File: config.mk
export PLATFORM = sky130hd
export DESIGN_NAME = alu_sequencer
export DESIGN_NICKNAME = d
export VERILOG_FILES = /design/src/rtl/alu_pkg.sv /design/src/rtl/alu_sequencer.sv
export SDC_FILE = /design/constraint.sdc
export NUM_CORES = 1
export LEC_CHECK = 0
export CORE_MARGIN = 2
export CORE_UTILIZATION = 47
export CTS_BUF_LIST = sky130_fd_sc_hd__clkbuf_8
export DETAILED_ROUTE_END_ITERATION = 8
export PLACE_DENSITY = 0.91
export SLEW_MARGIN = 10
export SYNTH_ARGS = -nofsm -noshare
export SYNTH_HDL_FRONTEND = slang
export SYNTH_SLANG_ARGS = --single-unit
File: constraint.sdc
create_clock -name fclk -period 3.8 [get_ports fclk]
set_input_delay 0.57 -clock fclk [delete_from_list [all_inputs] [get_ports fclk]]
set_output_delay 0.57 -clock fclk [all_outputs]
set_load 0.01 [all_outputs]
File: src/rtl/alu_pkg.sv
// Shared ALU definitions: op-code constants, sequencer state encoding, request
// record and small op-classification helpers. Used by the ALU, the decoder and
// the ALU sequencer.
package alu_pkg;

  typedef logic [3:0] alu_op_t;

  localparam alu_op_t OpAnd     = 4'h0;
  localparam alu_op_t OpOra     = 4'h1;
  localparam alu_op_t OpEor     = 4'h2;
  localparam alu_op_t OpAdc     = 4'h3;
  localparam alu_op_t OpSbc     = 4'h4;
  localparam alu_op_t OpAsl     = 4'h5;
  localparam alu_op_t OpLsr     = 4'h6;
  localparam alu_op_t OpRol     = 4'h7;
  localparam alu_op_t OpRor     = 4'h8;
  localparam alu_op_t OpCmp     = 4'h9;
  localparam alu_op_t OpBit     = 4'hA;
  localparam alu_op_t OpInc     = 4'hB;
  localparam alu_op_t OpDec     = 4'hC;
  localparam alu_op_t OpBcd2Bin = 4'hD;
  localparam alu_op_t OpBin2Bcd = 4'hE;

  typedef enum logic [2:0] {
    StIdle,
    StLoad,
    StD2b,
    StCompute,
    StWaitPsr,
    StB2d,
    StWrite
  } seq_state_e;

  // Where a finished operation's result goes.
  typedef enum logic [1:0] {
    DstAcc,
    DstMem,
    DstFlags
  } res_dst_e;

  typedef struct packed {
    alu_op_t    op;
    logic [7:0] operand;
    logic [7:0] acc;
    logic       carry;
    logic       decimal;
  } alu_req_t;

  // 0x0D/0x0E are internal BCD conversion steps and 0x0F is unassigned; none of
  // them may be requested directly by the decoder.
  function automatic logic op_is_illegal(alu_op_t op);
    return op >= OpBcd2Bin;
  endfunction

  function automatic logic op_has_decimal_mode(alu_op_t op);
    return (op == OpAdc) || (op == OpSbc);
  endfunction

  function automatic res_dst_e op_dest(alu_op_t op);
    res_dst_e dst;
    case (op)
      OpAsl, OpLsr, OpRol, OpRor, OpInc, OpDec: dst = DstMem;
      OpCmp, OpBit:                             dst = DstFlags;
      default:                                  dst = DstAcc;
    endcase
    return dst;
  endfunction

endpackage

File: src/rtl/alu_sequencer.sv
// ALU sequencer: accepts one operation request from the decoder, walks the ALU
// through load / optional BCD->binary / compute / flag handshake / optional
// binary->BCD, and emits one result record to the register file / bus unit.
//
// Ports
//   fclk, resb                     clock, asynchronous active-high reset
//   req_*                          valid/ready request from the decoder
//   alu_db_in .. alu_operation_select   drive into the ALU
//   alu_db_out, alu_accumulator_out,
//   alu_psr_update_request, alu_nvzc    results from the ALU
//   alu_ack_update_request          one-cycle acknowledge of a flag update
//   res_*                           result record, res_valid marks the single
//                                   cycle in which it is meaningful
module alu_sequencer
  import alu_pkg::*;
#(
  parameter int unsigned WDOG_CYCLES = 8
) (
  input  logic       fclk,
  input  logic       resb,

  input  logic       req_valid,
  output logic       req_ready,
  input  logic [3:0] req_op,
  input  logic [7:0] req_operand,
  input  logic [7:0] req_acc,
  input  logic       req_carry,
  input  logic       req_decimal,

  output logic [7:0] alu_db_in,
  output logic [7:0] alu_acc_in,
  output logic       alu_carry,
  output logic       alu_decimal,
  output logic       alu_instruction_decode_in,
  output logic       alu_acc_to_alu_xfer,
  output logic       alu_compute_step,
  output logic [3:0] alu_operation_select,

  input  logic [7:0] alu_db_out,
  input  logic [7:0] alu_accumulator_out,
  input  logic       alu_psr_update_request,
  input  logic [3:0] alu_nvzc,
  output logic       alu_ack_update_request,

  output logic       res_valid,
  output logic [7:0] res_data,
  output logic       res_to_mem,
  output logic [3:0] res_nvzc,
  output logic       res_flags_we,
  output logic       res_err
);

  localparam int unsigned WdogW = $clog2(WDOG_CYCLES + 1);
  localparam logic [WdogW-1:0] WdogLast = WdogW'(WDOG_CYCLES - 1);

  seq_state_e       state_q, state_d;
  alu_req_t         req_q;
  logic             dec_path_q;  // decimal ADC/SBC: wrap COMPUTE in BCD conversions
  logic             err_q;
  logic             flags_q;     // flags latched from the ALU for this operation
  logic [3:0]       nvzc_q;
  logic [WdogW-1:0] wdog_q;

  logic     accept;
  logic     psr_take;
  logic     wdog_expire;
  res_dst_e dst;

  assign accept = req_valid && req_ready;
  assign dst    = op_dest(req_q.op);

  // Next-state and strobe decode.
  always_comb begin
    state_d                   = state_q;
    req_ready                 = 1'b0;
    alu_instruction_decode_in = 1'b0;
    alu_acc_to_alu_xfer       = 1'b0;
    alu_compute_step          = 1'b0;
    alu_operation_select      = 4'h0;
    alu_ack_update_request    = 1'b0;
    res_valid                 = 1'b0;
    psr_take                  = 1'b0;
    wdog_expire               = 1'b0;

    unique case (state_q)
      StIdle: begin
        req_ready = 1'b1;
        if (req_valid) begin
          state_d = StLoad;
        end
      end
      StLoad: begin
        // Illegal ops spend this cycle here with the ALU left untouched.
        if (err_q) begin
          state_d = StWrite;
        end else begin
          alu_instruction_decode_in = 1'b1;
          alu_acc_to_alu_xfer       = 1'b1;
          state_d                   = dec_path_q ? StD2b : StCompute;
        end
      end
      StD2b: begin
        alu_operation_select = OpBcd2Bin;
        alu_compute_step     = 1'b1;
        state_d              = StCompute;
      end
      StCompute: begin
        alu_operation_select = req_q.op;
        alu_compute_step     = 1'b1;
        state_d              = StWaitPsr;
      end
      StWaitPsr: begin
        if (alu_psr_update_request) begin
          psr_take               = 1'b1;
          alu_ack_update_request = 1'b1;
          state_d                = dec_path_q ? StB2d : StWrite;
        end else if (wdog_q == WdogLast) begin
          wdog_expire = 1'b1;
          state_d     = StWrite;
        end
      end
      StB2d: begin
        alu_operation_select = OpBin2Bcd;
        alu_compute_step     = 1'b1;
        state_d              = StWrite;
      end
      StWrite: begin
        res_valid = 1'b1;
        state_d   = StIdle;
      end
      default: begin
        state_d = StIdle;
      end
    endcase
  end

  always_ff @(posedge fclk or posedge resb) begin
    if (resb) begin
      state_q    <= StIdle;
      req_q      <= '0;
      dec_path_q <= 1'b0;
      err_q      <= 1'b0;
      flags_q    <= 1'b0;
      nvzc_q     <= 4'h0;
      wdog_q     <= '0;
    end else begin
      state_q <= state_d;

      if (accept) begin
        req_q      <= '{op: req_op, operand: req_operand, acc: req_acc,
                        carry: req_carry, decimal: req_decimal};
        dec_path_q <= req_decimal && op_has_decimal_mode(req_op);
        err_q      <= op_is_illegal(req_op);
        flags_q    <= 1'b0;
      end

      if (wdog_expire) begin
        err_q <= 1'b1;
      end

      if (psr_take) begin
        nvzc_q  <= alu_nvzc;
        flags_q <= 1'b1;
      end

      // Held at zero outside WAIT_PSR so every entry starts a fresh count.
      if (state_q != StWaitPsr) begin
        wdog_q <= '0;
      end else if (!alu_psr_update_request) begin
        wdog_q <= wdog_q + 1'b1;
      end
    end
  end

  // Captured operands are driven continuously; the ALU only samples them on
  // its load strobes, and they stay stable from LOAD through WRITE.
  assign alu_db_in   = req_q.operand;
  assign alu_acc_in  = req_q.acc;
  assign alu_carry   = req_q.carry;
  assign alu_decimal = req_q.decimal;

  assign res_nvzc = nvzc_q;

  // Result record is zero outside the WRITE cycle.
  always_comb begin
    res_data     = 8'h00;
    res_to_mem   = 1'b0;
    res_flags_we = 1'b0;
    res_err      = 1'b0;
    if (state_q == StWrite) begin
      res_err      = err_q;
      res_flags_we = flags_q && !err_q;
      case (dst)
        DstMem: begin
          res_to_mem = 1'b1;
          res_data   = alu_db_out;
        end
        DstFlags: res_data = req_q.acc;
        default:  res_data = alu_accumulator_out;
      endcase
    end
  end

endmodule

# Word-level counts from Yosys, hierarchy flattened
# Memories as Yosys holds them, arrays and structs flattened.
# Index checks and enable logic that the tools add are counted.
# totals
ff_bits	36
romBits	32
input_bits	46
out_inout_bits	43
n_memories	1
# op_classes
n_addsub	1
magnitude_cmp	1
n_eq_ne	15
n_mux	30
reduce_logical	10
# mem_list
name	words	word_bits	rd	rd_ports_with_merged_regs	write_ports	line_no	text
(name not given)	16	2	1	0	0	alu_pkg.sv:61	case (op)
# op_table
cell	n
2-to-1 mux 1 bit	19
case mux 3 bit (6 select lines)	1
case mux 8 bit (2 select lines)	1
2-to-1 mux 3 bit	4
case mux 4 bit (3 select lines)	1
== test 3 bit (second input constant)	3
== test 4 x 3 -> 1 bit (second input constant)	2
2-to-1 mux 4 bit	2
2-to-1 mux 8 bit	1
== test 3 x 2 -> 1 bit (second input constant)	2
inequality test 3 bit (second input constant)	2
adder 4 x 1 -> 4 bit (second input constant)	1
== test 4 x 2 -> 1 bit (second input constant)	1
>= comparator 4 bit (second input constant)	1
nonzero test 2 bit	2
== test 3 x 1 -> 1 bit (second input constant)	1
logical AND 1 bit	3
logical NOT 3 bit	1
OR reduction 3 bit	1
== test 2 x 1 -> 1 bit (second input constant)	1
== test 2 bit (second input constant)	1
2-to-1 mux 2 bit	1
inequality test 2 x 1 -> 1 bit (second input constant)	1
inequality test 2 bit (second input constant)	1
other kinds (3)	3

# Logic depth before layout (Yosys ltp)
# Gate-level depths: netlist (run 1).
# depth
ltp_word	5
depth_mapped	9
depth_no_buf	8

# Least setup slack after synthesis (run 1)
# No wires, ideal clock.
# synth_timing
kind	flip-flop to output port
startpoint	register req_q[18] in the netlist's numbering
endpoint	output res_data[5]
arrival_time_ns	1.910
t_required_ns	3.230
setup_slack_ns	1.320
path_stages_with_launch	9
path_buffers	1
cell_sequence	dfrtp_1 inv_1 ha_1 nand2b_1 or2_2 ha_1 clkbuf_1 nor2b_1 nor3_1
# synth_between
elab_chain_cells	4
word_cells_on_any_way	5
cone_classes	eq/ne (2); mux (2); memory (1)
# synth_rtl
element	line_no	text
start, declared	alu_sequencer.sv:57	alu_req_t req_q;
start signal, assigned	alu_sequencer.sv:150	req_q <= '{op: req_op, operand: req_operand, acc: req_acc,
memory read (16 x 2 bit) *	--	
== test 2 bit / == test 2 x 1 -> 1 bit (equally long branches)	alu_sequencer.sv:193	case (dst)
case mux 8 bit (2 select lines) *	alu_sequencer.sv:193	
2-to-1 mux 8 bit *	alu_sequencer.sv:190	if (state_q == StWrite) begin
end, declared	alu_sequencer.sv:46	output logic [7:0] res_data,
# Mark *: on every way between the ends. The rest lies on a longest branch, timed or not.

# Final worst setup path (run 1)
# layout_timing
startpoint	register req_q[18] in the netlist's numbering
endpoint	output res_data[3]
# The elaborated chain is that of the path after synthesis.

==> run summary, run 1 <==
Final setup TNS: 0 ps
Unrepaired setup endpoints after global routing: false
Mapped Cells: 229
PwrDens: 772.8 nW/um^2
Leading area contributor after synthesis: dfrtp_1
Initial Utilization: 48.40%
VDD IR max: 0.0003916 V
Most common cell in the synthesized netlist: nand2_1
Worst-Skew Late Latency: 280 ps
Core area: 4294 um^2
Clock slew seen by the registers of the worst setup and hold paths: 60 ps
Largest net degree at the start of global routing: 37
YS warnings: 0
Detail Route Antenna Nets: 0
Final hold violations: 0
Post-Layout Cell Count: 349
Critical-path cell list: inv_1 -> ha_1 -> nand2b_1 -> or2_2 -> ha_1 -> nor2b_1 -> nor3_1 -> clkdlybuf4s50_1
Setup crit end kind: primary output
Ys async rst share: 100.0%
CTS H-tree depth: 2
CTS resizes: 0
Synthesized flop and latch total: 36
Row Count: 24
Worst setup path class: reg2out
# IOs: 89
Main synth FF type: dfrtp_1
Delay-heaviest family, CP: simple AND/OR/NAND/NOR gates
CP required: 3230 ps
Max-Cap Viols: 0
Vias in the first global route: 1,814
Synth top area cells: dfrtp_1, nand2_1, buf_4
Placed insts: 341
Root buffer cell: clkbuf_8
Number of diodes: 0
CP max stage delay: 580 ps
Slew Viols, Final: 0
Post-synthesis cell area: 2078 um^2
Die width: 70.50 um
GPL Wtd Cong: 0.8040
Detailed Place HPWL: 3.575 mm
Synth cell types: 40
Die Span Y: 70.50 um
Seq. cell area: 900.9 um^2
Crit path from: req_q[18]
Startpoint Class: register
Status: finished, final reports clean
Final #Nets: 346
Drt first-iter violations: 76
Antenna violations before repair: 0
Layout Area Growth over Synthesis: 39.80%
Clk_skew: 5.303 ps
Wirelength per Cell: 13.89 um
Hold Startpoint: alu_db_in[3]
Routed WL: 4.846 mm
Multi-input logic area: 923.4 um^2
Top cell type's share of synthesized area: 43.35%
Finish-stage setup viols: 0
Synth cell count leaders: nand2_1, dfrtp_1, buf_4
Sequential area share after synthesis: 43.35%
Layout cells sized above 1: 5.724%
Die ar.: 4970 um^2
Crit Path Max Fanout: 16
TritonCTS Buffers: 5
Fill cells: 361
Sink Count: 36
Setup bufs post-CTS: 0
Buf/Inv on CP: 2
Total track usage: 20.46%
Final worst path period need: 3298 ps
Via count: 1,809
First-pass GRT wire length: 7.955 mm
Avg Inst Size Synth: 9.075 um^2
Post-synth net total: 279
First-pass iteration count of the detailed router: 4
Hold crit path type: reg2reg
Clock tree from TritonCTS: yes
Final worst path period share: 86.80%
DRC Markers: 0
CTS max path bufs: 2
Maximum clock rate: 303.2 MHz
Overflow after GRT: 0
Most used cell, CP: ha_1
Vias/cell: 5.183
Worst-Margin Slew: 824.8 ps
Critical path's slowest cell: clkdlybuf4s50_1
Worst endpoint data arrival time: 2730 ps
Reg-to-reg startpoint: state_q[0]
Relative slew margins: 44.78%
Port bufs: 88
Post-synth EDFFs: 0
CTS hold repair buffers: 0
Leakage power: 1.303 nW
==> logic make-up after synthesis <==
logic type	synth area share (%)
flip-flops	43.35
buffers and inverters	12.22
AND/OR/NAND/NOR	28.12
AO/OA/AOI/OAI	8.850
multiplexers	3.372
XOR/XNOR	1.686
adder cells (fa/ha/maj)	2.408
==> routing by layer <==
| metal | wire length (um) | vias up | GRT usage [%] |
|---|---|---|---|
| li1 | - | 876 | - |
| met1 | 2069 | 863 | 25.40 |
| met2 | 2364 | 66 | 34.28 |
| met3 | 339 | 4 | 4.185 |
| met4 | 72 | 0 | 8.974 |
| met5 | 0 | - | 0 |
==> worst paths after layout <==
check,slack [ps],cells past startpoint,endpoint
worst min register to register,480,2,alu_db_in[3]
worst min-delay path,480,2,alu_db_in[3]
max in group asynchronous,2790,3,req_q[19]
min in group asynchronous,690,3,alu_db_in[1]
worst max-delay path,500,8,res_data[3]
worst max register to register,1840,4,req_q[19]
==> state kept, by name (all words and copies together) (netlist names) <==
name / flops
dec_path_q: 1
req_q: 4
res_nvzc: 4
alu_carry: 1
alu_acc_in: 8
wdog_q: 4
state_q: 3
alu_db_in: 8
flags_q: 1
alu_decimal: 1
err_q: 1
==> cell type report <==
type                            count  share of cell area [%]
Tap cell                           52                   2.239
Multi-Input combinational cell    155                   31.78
Sequential cell                    36                   31.01
Clock buffer                        6                   2.842
Timing Repair Buffer               90                   30.84
Clock inverter                      2                  0.2584
Inverter                            8                   1.034
==> per-stage QoR <==
stage / instance area (um^2) / utilization (%) / setup WS, ps / power [mW] / hold slack [ps]
detailed placement: 2815 / 65.56 / 802.7 / 1.991 / 461.9
global route: 2905 / 67.66 / 346.7 / 2.424 / 499.8
finish: 2905 / 67.66 / 501.5 / 2.245 / 476.9
floorplan: 2078 / - / 1320 / 1.565 / 441.1
global placement: 2815 / 65.56 / 896.7 / 1.947 / 454.2
CTS: 2905 / 67.66 / 478.1 / 2.268 / 479.7
==> cell usage in the layout (no fill, tap or decap), types with 5 or more instances in the layout <==
cell type         n
dfrtp_1          36
clkdlybuf4s50_1  88
o21ai_1           5
nor2b_1          13
a221oi_1          8
nand2b_1          6
nand2_1          64
inv_1             9
nor2_1            5
clkbuf_8          6
nor3_1           10
==> report_power, final <==
part | total (mW) | switching (mW) | internal, mW
combinational | 1.27 | 0.574 | 0.691
sequential | 0.718 | 0.171 | 0.547
clock | 0.262 | 0.120 | 0.142
total | 2.25 | 0.865 | 1.38
==> worst reg2reg max path, delay by kind of cell, from the launching register on <==
kind | cells | cell delay (ps)
and+or+nand+nor | 2 | 900
DFF | 1 | 570
buffers and inverters | 1 | 340
AOI/OAI and AO/OA | 1 | 80
Power figures use the tool's default switching activity.
==> run 2: changes to the inputs <==
--- a/config.mk
+++ b/config.mk
@@ -6,10 +6,10 @@
 export NUM_CORES = 1
 export LEC_CHECK = 0
 export CORE_MARGIN = 2
-export CORE_UTILIZATION = 47
+export CORE_UTILIZATION = 44
 export CTS_BUF_LIST = sky130_fd_sc_hd__clkbuf_8
 export DETAILED_ROUTE_END_ITERATION = 8
-export PLACE_DENSITY = 0.91
+export PLACE_DENSITY = 0.86
 export SLEW_MARGIN = 10
 export SYNTH_ARGS = -nofsm -noshare
 export SYNTH_HDL_FRONTEND = slang
==> constraint.sdc (replaced) <==
create_clock -name fclk -period 3.1 [get_ports fclk]
set_input_delay 0.465 -clock fclk [delete_from_list [all_inputs] [get_ports fclk]]
set_output_delay 0.465 -clock fclk [all_outputs]
set_load 0.01 [all_outputs]
==> run 2 against run 1 <==
  * Clock power up 17%
  * Clock skew down 0.60 ps
  * Cell count up 1.7%
  * Routed wire length up 7.5%
  * Setup slack worse by 400 ps
  * Sequential share of layout area down 0.64 points
  * Die area up 6.4%
  * Critical endpoint is now res_data[2]
  * Largest cell class unchanged
  * Highest routed layer unchanged
==> run summary, run 2 (synthesis results as in run 1) <==
Status: finished, final reports clean
Worst endpoint data arrival time: 2530 ps (-200 ps)
Sink Count: 36 (unchanged)
Relative slew margins: 50.51% (+5.7 points)
Vias/cell: 5.087 (-1.9%)
DRC Markers: 0 (unchanged)
Detail Route Antenna Nets: 0 (unchanged)
Final hold violations: 0 (unchanged)
Overflow after GRT: 0 (unchanged)
Total track usage: 19.93% (-0.53 points)
# IOs: 89 (unchanged)
Final setup TNS: 0 ps (unchanged)
Clock slew seen by the registers of the worst setup and hold paths: 70 ps (about the same)
PwrDens: 971.6 nW/um^2 (+26%)
Worst-Skew Late Latency: 280 ps (about the same)
Die Span Y: 72.73 um (+3.2%)
Setup bufs post-CTS: 0 (unchanged)
GPL Wtd Cong: 0.7908 (-1.6%)
Hold crit path type: reg2reg
Number of diodes: 0 (unchanged)
Multi-input logic area: 952.2 um^2 (+3.1%)
Wirelength per Cell: 14.68 um (+5.7%)
Initial Utilization: 44.89% (-3.5 points)
Worst-Margin Slew: 741.6 ps (-83.15 ps)
Final worst path period need: 2996 ps
Drt first-iter violations: 64 (-16%)
Via count: 1,806 (-0.17%)
Routed WL: 5.210 mm (+7.5%)
CTS max path bufs: 2 (unchanged)
Antenna violations before repair: 0 (unchanged)
Seq. cell area: 900.9 um^2 (unchanged)
Layout Area Growth over Synthesis: 42.75%
GRT Max-Usage Layer: met2
Die width: 72.73 um (+3.2%)
Finish-stage setup viols: 0 (unchanged)
Grt met2 use: 33.03% (-1.2 points)
Vias in the first global route: 1,798 (-0.88%)
First-pass iteration count of the detailed router: 4 (unchanged)
Startpoint Class: register
Layout cells sized above 1: 8.306% (+2.6 points)
Row Count: 25 (+4.2%)
Worst setup path class: reg2out
Setup crit end kind: primary output
Most common cell after layout, fill and taps aside: clkdlybuf4s50_1
Largest net degree at the start of global routing: 22 (-41%)
Final worst path period share: 96.64%
CP required: 2630 ps (-600 ps)
Most frequent cells in the layout: clkdlybuf4s50_1, nand2_1, dfrtp_1
Root buffer cell: clkbuf_8
Post-Layout Cell Count: 355 (+1.7%)
Met3 Track Usage GR: 3.177% (-1.0 points)
Placed insts: 348 (+2.1%)
VDD IR max: 0.0005496 V (+40%)
Fill cells: 395 (+9.4%)
Clk_skew: 4.705 ps (-0.5981 ps)
Maximum clock rate: 333.8 MHz
Die ar.: 5289 um^2 (+6.4%)
Crit Path Max Fanout: 8 (-8)
Leakage power: 1.358 nW (+4.2%)
Core area: 4629 um^2 (+7.8%)
First-pass GRT wire length: 8.321 mm (+4.6%)
TritonCTS Buffers: 5 (unchanged)
R2R setup slack: 1320 ps (-520 ps)
Met1 GRT Util: 26.68% (+1.3 points)
Detailed Place HPWL: 3.864 mm (+8.1%)
Port bufs: 88 (unchanged)
Clock tree from TritonCTS: yes
Max-Cap Viols: 0 (unchanged)
Final #Nets: 351 (+1.4%)
CTS H-tree depth: 2 (unchanged)
Slew Viols, Final: 0 (unchanged)
==> run 2: through the flow <==
| step | power (mW) | setup WS, ps | hold slack, ps | util (%) | cell area (um^2) |
|---|---|---|---|---|---|
| 2_1_floorplan | 1.919 | 724.7 | 441.1 | - | 2078 |
| 3_3_place_gp | 2.429 | 295.7 | 453.7 | 61.68 | 2855 |
| 3_5_place_dp | 2.491 | 177.7 | 462.4 | 61.68 | 2855 |
| 4_1_cts | 2.871 | 34.52 | 479.7 | 63.68 | 2948 |
| 5_1_grt | 3.098 | -3.320 | 498.5 | 64.08 | 2967 |
| 6_report | 2.882 | 104.2 | 477.8 | 64.08 | 2967 |
==> run 2: worst max-delay path: stages, from the launching register on <==
cell             delay (ps)
dfrtp_1                 370
inv_1                   110
ha_1                    150
nand2b_1                170
nand3_1                 150
o21a_1                  170
ha_4                    200
a221oi_1                340
nor3_1                   80
clkdlybuf4s50_1         490
==> run 2: path summary, 6_finish.rpt <==
path                       depth (start not counted)             to        from
min in group asynchronous                          2    res_nvzc[3]        resb
max in group asynchronous                          3  alu_acc_in[2]        resb
max                                                9    res_data[2]   req_q[18]
max reg2reg                                        5      req_q[18]  state_q[2]
min                                                2      alu_carry   alu_carry
min reg2reg                                        2      alu_carry   alu_carry
==> run 2: routing by layer <==
layer	wire, um	up-vias	share of wire, %
met2	2694	53	52
met5	0	-	0
li1	-	888	-
met1	2205	859	42
met3	256	6	4.9
met4	53	0	1.0
==> run 2: power breakdown <==
| part | switching, mW | internal (mW) |
|---|---|---|
| Combinational | 0.835 | 0.934 |
| Clock | 0.157 | 0.149 |
| Sequential | 0.136 | 0.672 |
==> run 2: final cells by class <==
cell class | count | share of cell area (%)
Inverter | 8 | 1.012
Sequential cell | 36 | 30.37
Clock buffer | 5 | 2.320
Multi-Input combinational cell | 155 | 32.10
Clock inverter | 2 | 0.2952
Tap cell | 54 | 2.278
Timing Repair Buffer | 95 | 31.63
==> run 2: timing repair <==
action	in CTS	in global routing
setup endpoints to repair	8	8
resized for setup	3	5
gates cloned	0	0
hold buffers	0	0
==> run 3: changes to the inputs <==
--- a/config.mk
+++ b/config.mk
@@ -5,6 +5,7 @@
 export SDC_FILE = /design/constraint.sdc
 export NUM_CORES = 1
 export LEC_CHECK = 0
+export ABC_CLOCK_PERIOD_IN_PS = 3100
 export CORE_MARGIN = 2
 export CORE_UTILIZATION = 44
 export CTS_BUF_LIST = sky130_fd_sc_hd__clkbuf_8
==> results of run 3 <==
The final DEF is identical to that of run 2; final timing and power are the same.
